===== config.mk =====
export PLATFORM = sky130hd
export DESIGN_NAME = alu16_core_flat
export DESIGN_NICKNAME = d
export VERILOG_FILES = /design/src/rtl/alu16_if.sv /design/src/rtl/alu16_core.sv /design/src/flat_wrapper.sv
export SDC_FILE = /design/constraint.sdc
export NUM_CORES = 1
export LEC_CHECK = 0
export ABC_AREA = 0
export BUFFER_PORTS_ARGS = -buffer_cell sky130_fd_sc_hd__buf_2
export CORE_MARGIN = 10
export CORE_UTILIZATION = 30
export CTS_BUF_LIST = sky130_fd_sc_hd__clkbuf_2 sky130_fd_sc_hd__clkbuf_4 sky130_fd_sc_hd__clkbuf_8
export CTS_CLUSTER_SIZE = 20
export DETAILED_ROUTE_END_ITERATION = 8
export GPL_TIMING_DRIVEN = 0
export HOLD_SLACK_MARGIN = 0.05
export PLACE_DENSITY = 0.44
export SYNTH_ARGS = -nofsm -noshare
export SYNTH_HDL_FRONTEND = slang
export SYNTH_SLANG_ARGS = --single-unit
export TNS_END_PERCENT = 20

===== constraint.sdc =====
create_clock -name clk -period 12.47 [get_ports clk]
set_input_delay 1.8705 -clock clk [delete_from_list [all_inputs] [get_ports clk]]
set_output_delay 1.8705 -clock clk [all_outputs]
set_load 0.1 [all_outputs]

===== src/rtl/alu16_if.sv =====
// Operand/result bundle between the X/Y operand latches, the ALU and the Z latch.
// master: microcode/operand side, drives operands and control.
// slave:  the ALU core.
interface alu16_if;
    logic        mode;
    logic [3:0]  alu_op;
    logic        c_in;
    logic [15:0] x;
    logic [15:0] y;
    logic        z_load;
    logic [15:0] alu_z;
    logic [15:0] z;
    logic        carry;
    logic        zero;
    logic        negative;
    logic        overflow;

    modport master (
        output mode, alu_op, c_in, x, y, z_load,
        input  alu_z, z, carry, zero, negative, overflow
    );

    modport slave (
        input  mode, alu_op, c_in, x, y, z_load,
        output alu_z, z, carry, zero, negative, overflow
    );
endinterface


===== src/rtl/alu16_core.sv =====
// 16-bit 74181-style ALU with combinational result alu_z and a loadable Z register.
// Build option ALU16_FLAGS_EN: when defined, carry/zero/negative/overflow are
// registered alongside Z; when undefined, no flag registers exist and the four
// flag outputs are tied to 0.
// Unselected op codes (X/Z on alu_op) drive X so illegal microinstructions stay visible.
module alu16_core (
    input  logic   clk,
    input  logic   reset,
    alu16_if.slave bus
);
    logic [15:0] a;
    logic [15:0] b;
    logic [15:0] p;
    logic [15:0] q;
    logic [15:0] logic_z;
    logic [15:0] alu_z;
    logic [15:0] z_d;
    logic [15:0] z_q;

    assign a = bus.x;
    assign b = bus.y;

    // Logic-mode function table.
    always_comb begin
        logic_z = 'x;
        case (bus.alu_op)
            4'h0: logic_z = ~a;
            4'h1: logic_z = ~(a | b);
            4'h2: logic_z = ~a & b;
            4'h3: logic_z = 16'h0000;
            4'h4: logic_z = ~(a & b);
            4'h5: logic_z = ~b;
            4'h6: logic_z = a ^ b;
            4'h7: logic_z = a & ~b;
            4'h8: logic_z = ~a | b;
            4'h9: logic_z = ~(a ^ b);
            4'hA: logic_z = b;
            4'hB: logic_z = a & b;
            4'hC: logic_z = 16'hFFFF;
            4'hD: logic_z = a | ~b;
            4'hE: logic_z = a | b;
            4'hF: logic_z = a;
            default: logic_z = 'x;
        endcase
    end

    // Arithmetic-mode adder operand selection (result = P + Q + c_in).
    always_comb begin
        p = 'x;
        q = 'x;
        case (bus.alu_op)
            4'h0: begin p = a;      q = 16'h0000; end
            4'h1: begin p = a | b;  q = 16'h0000; end
            4'h2: begin p = a | ~b; q = 16'h0000; end
            4'h3: begin p = 16'h0000; q = 16'hFFFF; end
            4'h4: begin p = a;      q = a & ~b;   end
            4'h5: begin p = a | b;  q = a & ~b;   end
            4'h6: begin p = a;      q = ~b;       end
            4'h7: begin p = a & ~b; q = 16'hFFFF; end
            4'h8: begin p = a;      q = a & b;    end
            4'h9: begin p = a;      q = b;        end
            4'hA: begin p = a | ~b; q = a & b;    end
            4'hB: begin p = a & b;  q = 16'hFFFF; end
            4'hC: begin p = a;      q = a;        end
            4'hD: begin p = a | b;  q = a;        end
            4'hE: begin p = a | ~b; q = a;        end
            4'hF: begin p = a;      q = 16'hFFFF; end
            default: begin p = 'x; q = 'x; end
        endcase
    end

`ifdef ALU16_FLAGS_EN
    // Full 17-bit sum so the carry-out is available for the flag register.
    logic [16:0] sum;
    assign sum = {1'b0, p} + {1'b0, q} + {16'h0000, bus.c_in};
`else
    // Without flags the carry-out has no consumer, so the adder stays 16 bits.
    logic [15:0] sum;
    assign sum = p + q + {15'h0000, bus.c_in};
`endif

    assign alu_z     = bus.mode ? logic_z : sum[15:0];
    assign bus.alu_z = alu_z;

    // Next Z: capture on z_load, otherwise hold.
    always_comb begin
        z_d = bus.z_load ? alu_z : z_q;
    end

    // Z register; reset overrides any pending load.
    always_ff @(posedge clk) begin
        if (reset) z_q <= 16'h0000;
        else       z_q <= z_d;
    end

    assign bus.z = z_q;

`ifdef ALU16_FLAGS_EN
    // Flags packed as {carry, zero, negative, overflow}.
    logic [3:0] flags_c;
    logic [3:0] flags_d;
    logic [3:0] flags_q;

    // Flags computed alongside alu_z; carry/overflow only exist in arithmetic mode.
    always_comb begin
        flags_c[3] = bus.mode ? 1'b0 : sum[16];
        flags_c[2] = (alu_z == 16'h0000);
        flags_c[1] = alu_z[15];
        flags_c[0] = bus.mode ? 1'b0 : ((p[15] == q[15]) && (sum[15] != p[15]));
        flags_d    = bus.z_load ? flags_c : flags_q;
    end

    // Flag register, loaded and reset together with Z.
    always_ff @(posedge clk) begin
        if (reset) flags_q <= 4'h0;
        else       flags_q <= flags_d;
    end

    assign bus.carry    = flags_q[3];
    assign bus.zero     = flags_q[2];
    assign bus.negative = flags_q[1];
    assign bus.overflow = flags_q[0];
`else
    assign bus.carry    = 1'b0;
    assign bus.zero     = 1'b0;
    assign bus.negative = 1'b0;
    assign bus.overflow = 1'b0;
`endif

endmodule


===== src/flat_wrapper.sv =====
// flat-port wrapper written by rule: the top's interface ports become plain ports
module alu16_core_flat 
  (clk, reset, bus_mode, bus_alu_op, bus_c_in, bus_x, bus_y, bus_z_load, bus_alu_z, bus_z, bus_carry, bus_zero, bus_negative, bus_overflow);
  alu16_if bus_i ();
  input  logic clk;
  input  logic reset;
  input wire logic [$bits(bus_i.mode)-1:0] bus_mode;
  input wire logic [$bits(bus_i.alu_op)-1:0] bus_alu_op;
  input wire logic [$bits(bus_i.c_in)-1:0] bus_c_in;
  input wire logic [$bits(bus_i.x)-1:0] bus_x;
  input wire logic [$bits(bus_i.y)-1:0] bus_y;
  input wire logic [$bits(bus_i.z_load)-1:0] bus_z_load;
  output wire logic [$bits(bus_i.alu_z)-1:0] bus_alu_z;
  output wire logic [$bits(bus_i.z)-1:0] bus_z;
  output wire logic [$bits(bus_i.carry)-1:0] bus_carry;
  output wire logic [$bits(bus_i.zero)-1:0] bus_zero;
  output wire logic [$bits(bus_i.negative)-1:0] bus_negative;
  output wire logic [$bits(bus_i.overflow)-1:0] bus_overflow;
  assign bus_i.mode = bus_mode;
  assign bus_i.alu_op = bus_alu_op;
  assign bus_i.c_in = bus_c_in;
  assign bus_i.x = bus_x;
  assign bus_i.y = bus_y;
  assign bus_i.z_load = bus_z_load;
  assign bus_alu_z = bus_i.alu_z;
  assign bus_z = bus_i.z;
  assign bus_carry = bus_i.carry;
  assign bus_zero = bus_i.zero;
  assign bus_negative = bus_i.negative;
  assign bus_overflow = bus_i.overflow;
  alu16_core u_core (.clk(clk), .reset(reset), .bus(bus_i));
endmodule

== After elaboration in Yosys (flattened, before gate mapping) ==
Index checks and enable logic that the tools add are counted.

* Register bits after elaboration: 16
* Bits of input ports: 41
* Output and inout bits: 36
* Word-level logic and storage cells: 43

* Add/subtract/negate cells: 2
* Equality and inequality tests: 15
* Muxes and demuxes: 4
* Bitwise logic cells: 12
* Reduce and logical (&&, ||, !) cells: 9

{| class="wikitable"
|+ Operator list
! operator !! count
|-
| one-hot mux 16 bit (16 select lines) || 1
|-
| one-hot mux 16 bit (7 select lines) || 1
|-
| one-hot mux 16 bit (6 select lines) || 1
|-
| inverter 16 bit || 5
|-
| AND 16 bit || 3
|-
| OR 16 bit || 3
|-
| == test 4 bit, second input constant || 8
|-
| adder 16 x 1 -> 16 bit || 1
|-
| adder 16 bit || 1
|-
| == test 4 x 3 -> 1 bit, second input constant || 4
|-
| 2-to-1 mux 16 bit || 1
|-
| bitwise XOR 16 bit || 1
|-
| OR reduction 3 bit || 4
|-
| == test 4 x 2 -> 1 bit, second input constant || 2
|-
| OR reduction 7 bit || 1
|-
| == test 4 x 1 -> 1 bit, second input constant || 1
|-
| zero test 4 bit || 1
|-
| OR reduction 2 bit || 2
|-
| OR reduction 4 bit || 1
|}

== Logic depth before layout (Yosys ltp) ==
Gate-level depths: netlist of run 1.

* Word-level depth: 6
* Gate-level depth with buffers: 19
* Depth with buffers taken out: 15

== Least setup slack after synthesis of run 1 ==
OpenSTA, ideal clock, no wires.

* Kind: input -> output
* From: input port bus_alu_op[3]
* To: output port bus_alu_z[14]
* Arrival time: 6.859 ns
* Required time: 10.599 ns
* Slack: 3.740 ns
* Stages: 17
* Buffers on the path: 3
* Cells stage by stage: buf_6 -> or2b_1 -> buf_2 -> nand2_2 -> clkbuf_1 -> o22ai_1 -> a211o_1 -> fa_1 -> inv_1 -> fa_1 -> nand2b_1 -> a21oi_1 -> o31a_1 -> o22ai_1 -> o211ai_1 -> xnor2_1 -> o21ai_0

* Word-level cells in the longest chain between the ends: 6
* Elaborated cells between the ends (all ways): 30
* Classes of those cells: 2 x add/sub; 15 x eq/ne; 4 x mux; 9 x reduce/logical

{| class="wikitable"
|+ RTL lines
! element !! line !! text
|-
| start: declaration || flat_wrapper.sv:8 || <nowiki>input wire logic [$bits(bus_i.alu_op)-1:0] bus_alu_op;</nowiki>
|-
| == test 4 x 3 -> 1 bit, or another cell as far along || alu16_core.sv:26, alu16_core.sv:51 ||
|-
| OR reduction 7 bit (no source line), or another cell as far along || -- ||
|-
| one-hot mux 16 bit (6 select lines) or one-hot mux 16 bit (7 select lines) (tied branches) || alu16_core.sv:51 || <nowiki>case (bus.alu_op)</nowiki>
|-
| adder 16 bit || alu16_core.sv:79 || <nowiki>assign sum = p + q + {15'h0000, bus.c_in};</nowiki>
|-
| adder 16 x 1 -> 16 bit || alu16_core.sv:79 ||
|-
| 2-to-1 mux 16 bit * || alu16_core.sv:82 || <nowiki>assign alu_z = bus.mode ? logic_z : sum[15:0];</nowiki>
|-
| end: declaration || flat_wrapper.sv:13 || <nowiki>output wire logic [$bits(bus_i.alu_z)-1:0] bus_alu_z;</nowiki>
|}

Mark *: on every way between the ends. The rest lies on a longest branch, timed or not.

== Final worst setup path of run 1 ==
* From: input port bus_alu_op[2]
* To: output port bus_alu_z[14]

The elaborated chain is that of the path after synthesis.

==> results of run 1 <==
worst paths after layout:
kind | to | depth (start not counted) | slack [ns]
setup / recovery | bus_alu_z[14] | 17 | 3.89
hold / removal | u_core.bus.z[4] | 2 | 0.48
setup reg to reg | u_core.bus.z[14] | 4 | 11.69
hold reg to reg | u_core.bus.z[4] | 2 | 0.48
layer usage:
metal,global-route usage [%],vias up
met1,29.4,3436
met5,0,-
met3,3.92,133
li1,-,3221
met2,34.9,455
met4,14.2,0
worst min-delay path, delay by kind of cell (launching register included):
family           cells  cell delay (ns)
flip-flops           1             0.31
AND/OR/NAND/NOR      2             0.12
cells in the mapped netlist, types with 4 or more instances:
library cell,count,area (um^2)
sky130_fd_sc_hd__o221ai_1,13,114
sky130_fd_sc_hd__buf_6,10,113
sky130_fd_sc_hd__a32oi_1,6,52.6
sky130_fd_sc_hd__nand2b_1,10,62.6
sky130_fd_sc_hd__a31oi_1,10,62.6
sky130_fd_sc_hd__nor2_1,80,300
sky130_fd_sc_hd__a21oi_1,62,310
sky130_fd_sc_hd__buf_4,15,113
sky130_fd_sc_hd__o31ai_1,8,60.1
sky130_fd_sc_hd__o21ai_1,4,20.0
sky130_fd_sc_hd__o21ai_0,48,240
sky130_fd_sc_hd__a311oi_1,6,52.6
sky130_fd_sc_hd__o211ai_1,29,218
sky130_fd_sc_hd__o22ai_1,28,175
sky130_fd_sc_hd__nand2_1,79,297
sky130_fd_sc_hd__nor4_1,5,31.3
sky130_fd_sc_hd__clkbuf_1,23,86.3
sky130_fd_sc_hd__a211oi_1,6,45.0
sky130_fd_sc_hd__or3_1,5,31.3
sky130_fd_sc_hd__mux2i_1,30,300
sky130_fd_sc_hd__a22o_1,5,43.8
sky130_fd_sc_hd__nand3_1,13,65.1
sky130_fd_sc_hd__nor3_1,11,55.1
sky130_fd_sc_hd__nand3b_1,4,30.0
sky130_fd_sc_hd__o21a_1,11,82.6
sky130_fd_sc_hd__a21o_1,7,52.6
sky130_fd_sc_hd__xnor2_1,10,87.6
sky130_fd_sc_hd__a211o_1,15,131
sky130_fd_sc_hd__dfxtp_1,16,320
sky130_fd_sc_hd__inv_1,46,173
sky130_fd_sc_hd__mux2_2,5,56.3
sky130_fd_sc_hd__a22oi_1,16,120
sky130_fd_sc_hd__a221oi_1,6,52.6
sky130_fd_sc_hd__buf_2,27,135
sky130_fd_sc_hd__ha_1,78,976
sky130_fd_sc_hd__nor2b_1,11,68.8
logic make-up (layout without fill, tap and decap cells):
logic type	after synthesis	count (layout)	synth area share, %
XOR/XNOR	13	13	1.96
adder cells (fa/ha/maj)	80	80	17.5
other	1	4	0.0645
buffers and inverters	125	196	11.1
multiplexers	36	36	6.39
AND/OR/NAND/NOR	243	243	19.7
AO/OA/AOI/OAI	315	315	37.8
flip-flops	16	16	5.51
report_power, final:
group,switching [mW],internal [mW],leakage [nW]
combinational,0.357,0.127,2.75
clock,0.0166,0.0214,0.0216
sequential,0.00271,0.0572,0.133
total,0.376,0.206,2.91
area by class of cell:
class | instances | area (um^2)
sequential | 16 | 320
fill | 2154 | 12400
clock buffer | 3 | 41.3
buffer | 77 | 465
timing repair buffer | 68 | 340
inverter | 48 | 180
tap | 260 | 325
multi-input combinational | 691 | 4860
stage by stage:
step           cells  power, mW
3_5_place_dp    1160      0.537
2_1_floorplan    832      0.419
5_1_grt         1163      0.611
6_report        1163      0.582
4_1_cts         1163      0.576
3_3_place_gp    1160      0.541
==> out/summary.md, run 1 <==
The run finished with clean final reports. The later pin in the worst-skew pair is clocked with a latency of 0.25 ns. The library cells used most frequently in the layout, excluding fill and tap cells, are 95 x sky130_fd_sc_hd__buf_2, 80 x sky130_fd_sc_hd__nor2_1, 79 x sky130_fd_sc_hd__nand2_1. For this run, design rule violations remaining after detail routing come to 0. The final critical-path share of the clock period works out to 68.8%. The number of gates resized after CTS was 0. The final instance area is 6530 um^2, and the signed area change from the synthesized netlist to the final layout is 12.4%.

The tools report the wire length after detailed routing as 30900 um. The gate count of the mapped netlist is 829. For the count of final max-slew check failures, the log shows 0.

The startpoint identified for the worst hold timing path is u_core.bus.z[4]. In the final timing run, aggregate negative setup slack is 0 ns. The largest net degree at the start of global routing is 11, and the worst voltage drop across the vdd grid is 0.0000662 V. The dominant synthesized flop cell is sky130_fd_sc_hd__dfxtp_1. At the worst endpoint, the required time is 10.60 ns. The mapped netlist covers 5810 um^2. The die is 159 um wide. The tools report the endpoint arrival time on the critical path as 6.70 ns. The count of nets left with antenna violations once routing finished came out at 0.

The met3 wire length is 2760 um. The worst setup path is captured at an output pin. The core region is 18900 um^2. Setup repair after global routing left no endpoint under its margin. The ratio of cells with drive above 1 in the final layout is 16.4%. The critical path launch point type was an input pin. Grouping stages by cell kind, the critical path spends the most delay in compound AO/OA/AOI/OAI gates.

Buffers added to address setup during post-CTS repair amount to 0. Across the run, the number of max-cap violations was 0. The number of buffers between clock root and the deepest sink is 2, and the full die area is 25300 um^2. On the worst path, the slowest cell contributes a delay of 0.77 ns. The register with the most flip-flops in the layout has 16 of them. Across the routed clock network, the largest skew measured is 0 ns.

Dividing the detail-routed wire length by the instance count gives 26.5 um. Cells fill 34.6% of the core in the end. For the number of standard-cell rows in the floorplan, the log shows 50. The detail-routed via count per cell works out to 6.23. For the global-route congestion overflow total, the log shows 0.

The initial utilization of the core area, before any placement, comes to 30.8%. The number of buffer and inverter stages on the critical path is 5. The final weighted congestion in routability-driven placement is 1.01, and the number of enable flip-flop cells after synthesis is 0. The CTS clock-pin slew for the worst setup and hold paths was 0.06 ns; the final-stage net count was 1026. Buffers inserted during clock tree synthesis total 3. The length of routed met2 wiring was 13100 um; the wire length of the first global-routing pass was 45000 um.

Worst hold path class: reg -> reg. The worst setup slack after layout was 3.89 ns. TritonCTS built the clock tree.

The synthesized flop and latch total is 16. At the pin with the least slew margin, the transition time is 0.941 ns. The tools report the iteration-0 DRC count of the detailed router as 934.

After clock tree synthesis, the flow added hold-fix buffers numbering 0. The cell sitting at the root of the clock tree is a sky130_fd_sc_hd__clkbuf_8. Areal power density over the cells: 89.1 nW/um^2. The initial antenna violation count came out at 0. After synthesis, the netlist uses 84 different library cells. The total routing usage reported by global routing was 22.9%; the total placed instance area was 6490 um^2. The number of global-route vias before repair was 6958; the number of warnings printed during yosys synthesis was 0. The logs give 77 for the boundary pin count and 0.478 ns for the final hold slack. The number of endpoints with negative hold slack in the final report came out at 0. The category of the most critical setup path is in -> out.

The share of synthesized area occupied by flip-flops and latches came out at 5.51%. At the placement stage, the worst setup path has a slack of 4.07 ns. The setup violation total in the final timing report is 0. The smallest clock period supported by the final layout is computed as 8.58 ns.

In this run the mean area of a mapped cell was 7.01 um^2. Measured against its own limit, the worst slew margin works out to 37.2%. The library cell used most frequently in the layout, excluding fill and tap cells, is sky130_fd_sc_hd__buf_2. Measured along the y axis, the die boundary spans 159 um.

The tools report the startpoint of the lowest-slack register-to-register path as u_core.bus.z[14]. 0 antenna diodes ended up in the layout. Before antenna repair, the detailed router went through 6 iterations. The highest layer touched by signal routing is met4. The run gives 1 as the maximum level of the CTS H-tree.

The routed length on met1 is 12800 um. On the critical path, the stage with the largest delay is an instance of sky130_fd_sc_hd__clkbuf_1. After synthesis, the share of flip-flops with an asynchronous set or reset is 0%. Counting every sink on the clock net gives 16. The maximum net fanout on the critical path works out to 10. The detailed router placed 7245 vias in this run. The standby leakage power is 2.91 nW.

The signal on the critical path passes through buf_2 > inv_1 > o21ai_0 > a22oi_2 > clkbuf_1 > a211o_1 > fa_1 > inv_1 > fa_1 > nand2b_1 > a21oi_1 > o31a_1 > o22ai_1 > o211ai_1 > xnor2_1 > o21ai_0 > buf_2. For this run, the top clock speed supported by timing is 117 MHz. The total of buffers placed on input and output ports was 68; the sum of net half-perimeters after detailed placement was 22700 um. The critical path starts at bus_alu_op[2].
(Power assumes the default switching activity.)
==> run 2, diff against run 1 <==
Settings changed: PLACE_DENSITY 0.44 to 0.46.
Clock period 12.47 ns to 7 ns, I/O delays scaled along.
==> run 2 against run 1 <==
  * Critical path type unchanged
  * Highest routed layer unchanged
  * Critical path depth is the same
  * Die area unchanged
  * First-iteration DRC count rose by 2.1%
  * Combinational power increased by 78%
  * Count of clock-buffer cells in the layout grew 1
  * Sequential power is 78% higher
  * Final cell count did not move
  * Register-to-register slack lost 5.5 ns
  * Cell area increased by 0.19%
  * Clock skew unchanged
==> out/summary.md, run 2 (synthesized netlist as in run 1, its figures left out) <==
The first-pass iteration count of the detailed router is 7 (+1). The signed area change from the synthesized netlist to the final layout came out at 12.6%. For the later-pin clock latency in the skew report, the log shows 0.25 ns (about the same). The chip height was 159 um (unchanged).

The worst endpoint required time is 5.95 ns (-4.65 ns). The run gives 0.000114 V (+73%) as the worst voltage drop across the vdd grid. The endpoint kind of the worst setup timing path was an output pin.

Static timing analysis puts the maximum clock frequency at 146 MHz. The run gives 18900 um^2 (unchanged) as the area of the core region. The tools report the wire length of the first global-routing pass as 45600 um (+1.3%). For the standby leakage power, the log shows 2.92 nW (+0.42%). The worst hold path terminates at u_core.bus.z[4].

The final standard cell utilization of the core is 34.6% (+0.066 points). The logs give 5.79 ns (-0.91 ns) for the endpoint arrival time on the critical path and 23.0% (+0.069 points) for the total routing usage reported by global routing. The number of max-cap violations is 0 (unchanged), and the boundary pin count is 77 (unchanged). The run gives 0 (unchanged) as the number of antenna diodes. The final critical-path share of the clock period was 97.8%; the post-detailed-route DRC marker count was 0 (unchanged). The total of buffers placed on input and output ports is 68 (unchanged). The per-cell routed wire length is 26.4 um (-0.58%). The worst register-to-register path ends at u_core.bus.z[14]. For the final-stage net count, the log shows 1025 (-0.097%). The post-cts hold buffer count was 0 (unchanged).

Setup repair after global routing left no endpoint under its margin. The critical path startpoint was bus_alu_op[2]. The library cell used most frequently in the layout, excluding fill and tap cells, is sky130_fd_sc_hd__buf_2. The initial cell density of the core is 30.8% (unchanged). In this run the critical register-to-register path is launched from u_core.bus.z[14]. The slew at the pin closest to its max-slew limit was 0.872 ns (-0.0696 ns); the cell internal power dissipation was 0.378 mW (+84%). Maximum net fanout on the critical path: 10 (unchanged). Number of CTS-inserted buffers: 3 (unchanged).

The tree is rooted in a sky130_fd_sc_hd__clkbuf_8. The logs give 6490 um^2 (unchanged) for the total placed instance area and 6.21 ns (-5.48 ns) for the register-to-register setup slack. Hold path startpoint: u_core.bus.z[4]. The worst clock skew was 0 ns (unchanged); the global-route congestion overflow total was 0 (unchanged).

The ratio of cells with drive above 1 in the final layout was 16.7% (+0.33 points). Category of the most critical setup path: in -> out. The final instance area came out at 6540 um^2 (+0.19%). The hold path depth works out to 2 (unchanged). The worst slew margin relative to its limit is 41.9% (+4.6 points), and the net switching power is 0.675 mW (+79%). The maximum level of the CTS H-tree was 1 (unchanged); the full die area was 25300 um^2 (unchanged).

Number of global-route vias before repair: 7084 (+1.8%). The initial antenna violation count is 0 (unchanged). The path class of the tightest hold or removal check is reg -> reg. The smallest clock period supported by the final layout is computed as 6.84 ns. The number of endpoints with negative hold slack in the final report is 0 (unchanged), and the number of buffers between clock root and the deepest sink is 2 (unchanged). The net switching share of the total power is 64.1% (-0.56 points). The tools report the iteration-0 DRC count of the detailed router as 954 (+2.1%). STA classifies the critical path startpoint as an input pin.

The run finished with clean final reports. The worst-case reg-to-reg path depth is 4 (unchanged), and the horizontal die dimension is 159 um (unchanged). The run gives 0 (unchanged) as the count of final max-slew check failures. In the layout the commonest cells are 95 x sky130_fd_sc_hd__buf_2, 80 x sky130_fd_sc_hd__nor2_1, 79 x sky130_fd_sc_hd__nand2_1. The areal power density over the cells works out to 161 nW/um^2 (+81%). The detail-routed via count per cell came out at 6.20 (-0.54%). The number of flip-flops in the largest register works out to 16 (unchanged).

The clock power share was 7.9% (+1.4 points). The logs give 11 (unchanged) for the largest net degree at the start of global routing and 16 (unchanged) for the number of clock sinks. For the number of nets with antenna violations after detailed routing, the log shows 0 (unchanged).

The sum of net half-perimeters after detailed placement was 22600 um (-0.54%). The setup violation total in the final timing report is 0 (unchanged), and the CTS clock-pin slew for the worst setup and hold paths is 0.06 ns (about the same). Wire length after detailed routing: 30700 um (-0.58%). The logs give 81.9% (-1.3 points) for the fraction of power consumed by combinational cells and 0 ns (unchanged) for the accumulated negative setup slack.

The logs give 50 (unchanged) for the number of standard-cell rows in the floorplan and 10.2% (about the same) for the sequential cell fraction of total power. TritonCTS built the clock tree. The final weighted congestion in routability-driven placement is 0.999 (-1.1%). The number of vias after detailed routing was 7206 (-0.54%).
## run 2: area by class of cell
type                            instances  area (um^2)
Inverter                               48          180
Fill cell                            2123        12400
Multi-Input combinational cell        691         4860
Clock buffer                            4         55.1
Sequential cell                        16          320
Buffer                                 76          464
Tap cell                              260          325
Timing Repair Buffer                   68          340
## run 2: routing by layer
| metal | part of all wire (%) | GRT usage, % |
|---|---|---|
| met1 | 41 | 29.6 |
| met2 | 42 | 34.9 |
| met3 | 9.7 | 3.87 |
| met4 | 7.1 | 14.1 |
| met5 | 0 | 0 |
## run 2: worst max path at each step
stage | cells past startpoint | end | slack [ns]
6_report | 17 | bus_alu_z[14] | 0.16
5_1_grt | 17 | bus_alu_z[14] | 0.001
4_1_cts | 17 | bus_alu_z[14] | 0.30
3_5_place_dp | 17 | bus_alu_z[14] | 0.35
3_3_place_gp | 17 | bus_alu_z[14] | 0.30
2_1_floorplan | 17 | bus_alu_z[14] | 0.67
## run 2: through the flow
stage	hold slack (ns)	cells	power [mW]	setup WS [ns]
3_3_place_gp	0.467	1160	0.961	0.300
2_1_floorplan	0.915	832	0.746	0.667
5_1_grt	0.516	1163	1.11	0.00136
4_1_cts	0.480	1164	1.04	0.304
6_report	0.480	1163	1.05	0.156
3_5_place_dp	0.467	1160	0.955	0.349
## run 2: repair_timing
action	4_1_cts	5_1_grt
setup buffers	0	0
gates resized for setup	0	4
setup endpoints to repair	0	1
## run 2: power groups by stage
stage               clock network, mW  logic (mW)  registers, mW
global route                   0.0890       0.911          0.108
floorplan                           0       0.560          0.186
CTS                            0.0850       0.849          0.107
detailed placement                  0       0.846          0.109
finish                         0.0837       0.862          0.107
global placement                    0       0.852          0.109
## run 2: worst max-delay path: stages
cell and delay, ns:
sky130_fd_sc_hd__buf_2 0.13, sky130_fd_sc_hd__inv_1 0.31, sky130_fd_sc_hd__o21ai_0 0.21, sky130_fd_sc_hd__a22oi_2 0.48
sky130_fd_sc_hd__clkbuf_1 0.66, sky130_fd_sc_hd__a211o_1 0.26, sky130_fd_sc_hd__fa_1 0.26, sky130_fd_sc_hd__inv_1 0.09
sky130_fd_sc_hd__fa_1 0.45, sky130_fd_sc_hd__nand2b_1 0.18, sky130_fd_sc_hd__a21oi_1 0.29, sky130_fd_sc_hd__o31a_1 0.32
sky130_fd_sc_hd__o22ai_1 0.15, sky130_fd_sc_hd__o211ai_1 0.27, sky130_fd_sc_hd__xnor2_1 0.09, sky130_fd_sc_hd__o21ai_1 0.13
sky130_fd_sc_hd__buf_2 0.45
==> run 3, diff against run 2 <==
Settings changed: CORE_ASPECT_RATIO set to 0.75, PLACE_DENSITY 0.46 to 0.49.
==> run 3 against run 2 <==
  * Global-route usage down 0.41 points
  * Wire length up 0.22%
  * Register-to-register slack got worse by 0.04 ns
  * Maximum frequency is 1.9% lower
  * Clock skew unchanged
  * Highest routed layer unchanged
==> out/summary.md, run 3 (synthesized netlist as in run 1, its figures left out) <==
The number of global-route vias before repair is 6923 (-2.3%), and the maximum net fanout on the critical path is 10 (unchanged). Fill cell total of the finished layout: 2060 (-3.0%). The final instance area came out at 6520 um^2 (-0.40%). The number of buffers added for setup after CTS came out at 0 (unchanged). The logs give 320 um^2 (unchanged) for the total area of sequential cells and 0 (unchanged) for the number of endpoints with negative hold slack in the final report. The accumulated negative setup slack was 0 ns (unchanged).

The final critical path time including I/O delays and setup works out to 6.98 ns (+0.135 ns). The CTS clock-pin slew for the worst setup and hold paths came out at 0.06 ns (about the same). The register-to-register setup slack is 6.17 ns (-0.04 ns), and the signed area change from the synthesized netlist to the final layout is 12.1%. The run gives 22.6% (-0.41 points) as the total routing usage reported by global routing. The initial cell density of the core was 31.0% (+0.19 points). The run gives 5.93 ns (+0.14 ns) as the endpoint arrival time on the critical path. The library cell used most frequently in the layout, excluding fill and tap cells, is sky130_fd_sc_hd__buf_2. The tools report the setup violation total in the final timing report as 0 (unchanged). The iteration-0 DRC count of the detailed router is 1150 (+21%). For the area of the core region, the log shows 18800 um^2 (-0.62%). Termination of the worst setup path: bus_alu_z[14]. Setup repair after global routing could not meet its margin everywhere. Final-stage net count: 1026 (+0.098%). The final weighted congestion in routability-driven placement is 1.03 (+2.6%). The number of flip-flops in the largest register is 16 (unchanged), and the maximum level of the CTS H-tree is 1 (unchanged).

The final critical-path share of the clock period was 99.7% (+1.9 points); the post-detailed-route DRC marker count was 0 (unchanged). Achievable clock frequency: 143 MHz (-1.9%). The category of the most critical setup path was in -> out.

The horizontal die dimension was 181 um (+14%). The number of vias after detailed routing is 7342 (+1.9%), and the slew at the pin closest to its max-slew limit is 0.960 ns (+0.0882 ns). The flow ran to the end, and the final reports show no timing, DRC or antenna violations.

The detail-routed via count per cell is 6.38 (+3.0%), and the ratio of cells with drive above 1 in the final layout is 16.6% (-0.11 points). Leaving out fill and tap cells, the most frequent cells in the layout are 95 x sky130_fd_sc_hd__buf_2, 80 x sky130_fd_sc_hd__nor2_1, 79 x sky130_fd_sc_hd__nand2_1. The worst register-to-register path ends at u_core.bus.z[14]. The logs give 6470 um^2 (-0.25%) for the total placed instance area and 0 ns (unchanged) for the worst clock skew. The wire length after detailed routing came out at 30800 um (+0.22%). The logs give 45000 um (-1.4%) for the wire length of the first global-routing pass and 2.91 nW (-0.22%) for the standby leakage power. The global-route congestion overflow total was 0 (unchanged); the number of max-cap violations was 0 (unchanged). The total of buffers placed on input and output ports came out at 68 (unchanged). The number of clock sinks came out at 16 (unchanged).

The run gives 0.25 ns (about the same) as the later-pin clock latency in the skew report. STA classifies the critical path endpoint as an output pin. For the worst endpoint required time, the log shows 5.95 ns (about the same). Boundary pin count: 77 (unchanged). The startpoint of the lowest-slack register-to-register path is u_core.bus.z[14]. First-pass iteration count of the detailed router: 8 (+1). The min-delay analysis places its worst path in the category reg -> reg. The worst slew margin relative to its limit is 35.8% (-6.1 points), and the worst-case reg-to-reg path depth is 4 (unchanged). In this run the worst setup path begins at bus_alu_op[2]. The count of final max-slew check failures was 0 (unchanged); the initial antenna violation count was 0 (unchanged). For the number of nets with antenna violations after detailed routing, the log shows 0 (unchanged). In this run the clock root is driven by a sky130_fd_sc_hd__clkbuf_8.

The run gives 0 (unchanged) as the number of antenna diodes. The per-cell routed wire length is 26.7 um (+1.3%). The areal power density over the cells was 160 nW/um^2 (-0.88%); the total power consumption of the routed design was 1.04 mW (-1.3%).

Number of CTS-inserted buffers: 3 (unchanged). The full die area is 25400 um^2 (+0.23%). TritonCTS built the clock tree. The critical path launch point type was an input pin. The sum of net half-perimeters after detailed placement was 23300 um (+3.0%); the largest net degree at the start of global routing was 11 (unchanged). The area occupied by multi-input gates is 4860 um^2 (unchanged), and the number of standard-cell rows in the floorplan is 43 (-14%). Number of buffers between clock root and the deepest sink: 2 (unchanged). The chip height is 141 um (-12%).

The tools report the worst voltage drop across the vdd grid as 0.0000964 V (-16%).
run 3: cell types whose count changed in the layout (fill, tap and decap cells not counted):
cell	change
sky130_fd_sc_hd__clkbuf_1	+1
sky130_fd_sc_hd__clkbuf_8	-1
run 3: worst min-delay path by stage:
| stage | start | cells past startpoint | to |
|---|---|---|---|
| floorplan | u_core.bus.z[12] | 2 | u_core.bus.z[12] |
| CTS | u_core.bus.z[12] | 2 | u_core.bus.z[12] |
| global placement | u_core.bus.z[4] | 2 | u_core.bus.z[4] |
| global route | u_core.bus.z[12] | 2 | u_core.bus.z[12] |
| detailed placement | u_core.bus.z[12] | 2 | u_core.bus.z[12] |
| finish | u_core.bus.z[4] | 2 | u_core.bus.z[4] |
run 3: repair_timing:
item | 4_1_cts | 5_1_grt
setup endpoints to repair | 0 | 2
resized for setup | 0 | 4
hold buffers | 0 | 0
run 3: worst max-delay path: stages:
cell                       delay (ns)
sky130_fd_sc_hd__buf_2           0.12
sky130_fd_sc_hd__inv_1           0.29
sky130_fd_sc_hd__o21ai_0         0.18
sky130_fd_sc_hd__a22oi_2         0.48
sky130_fd_sc_hd__clkbuf_1        0.70
sky130_fd_sc_hd__a211o_1         0.26
sky130_fd_sc_hd__fa_1            0.26
sky130_fd_sc_hd__inv_1           0.08
sky130_fd_sc_hd__fa_1            0.45
sky130_fd_sc_hd__nand2b_1        0.18
sky130_fd_sc_hd__a21oi_1         0.32
sky130_fd_sc_hd__o31a_1          0.36
sky130_fd_sc_hd__o22ai_1         0.18
sky130_fd_sc_hd__o211ai_1        0.29
sky130_fd_sc_hd__xnor2_1         0.11
sky130_fd_sc_hd__o21ai_1         0.13
sky130_fd_sc_hd__buf_2           0.45
run 3: metrics by stage:
stage	worst slack, ns	instances	hold slack, ns	utilization (%)
after CTS	0.238	1150	0.487	34.7
after floorplan	0.667	832	0.915	-
after detailed placement	0.252	1147	0.473	34.5
final	0.0208	1150	0.481	34.7
after global placement	0.202	1147	0.467	34.5
after global routing	-0.0379	1150	0.502	34.7
run 3: layout make-up:
class	count	area share (%)
sequential	16	4.92
tap	247	4.74
clock buffer	3	0.634
buffer	77	7.18
multi-input combinational	691	74.5
timing repair buffer	68	5.22
inverter	48	2.76
run 3: metal layers:
layer / part of all wire (%) / GRT usage, % / vias up
li1: - / - / 3218
met1: 43 / 31.7 / 3503
met2: 40 / 31.8 / 544
met3: 14 / 6.85 / 77
met4: 3.1 / 6.85 / 0
met5: 0 / 0 / -
run 3: report_power, final:
group | total, mW | switching, mW | internal, mW
registers | 0.107 | 0.00467 | 0.102
logic | 0.862 | 0.636 | 0.226
clock network | 0.0712 | 0.0329 | 0.0383
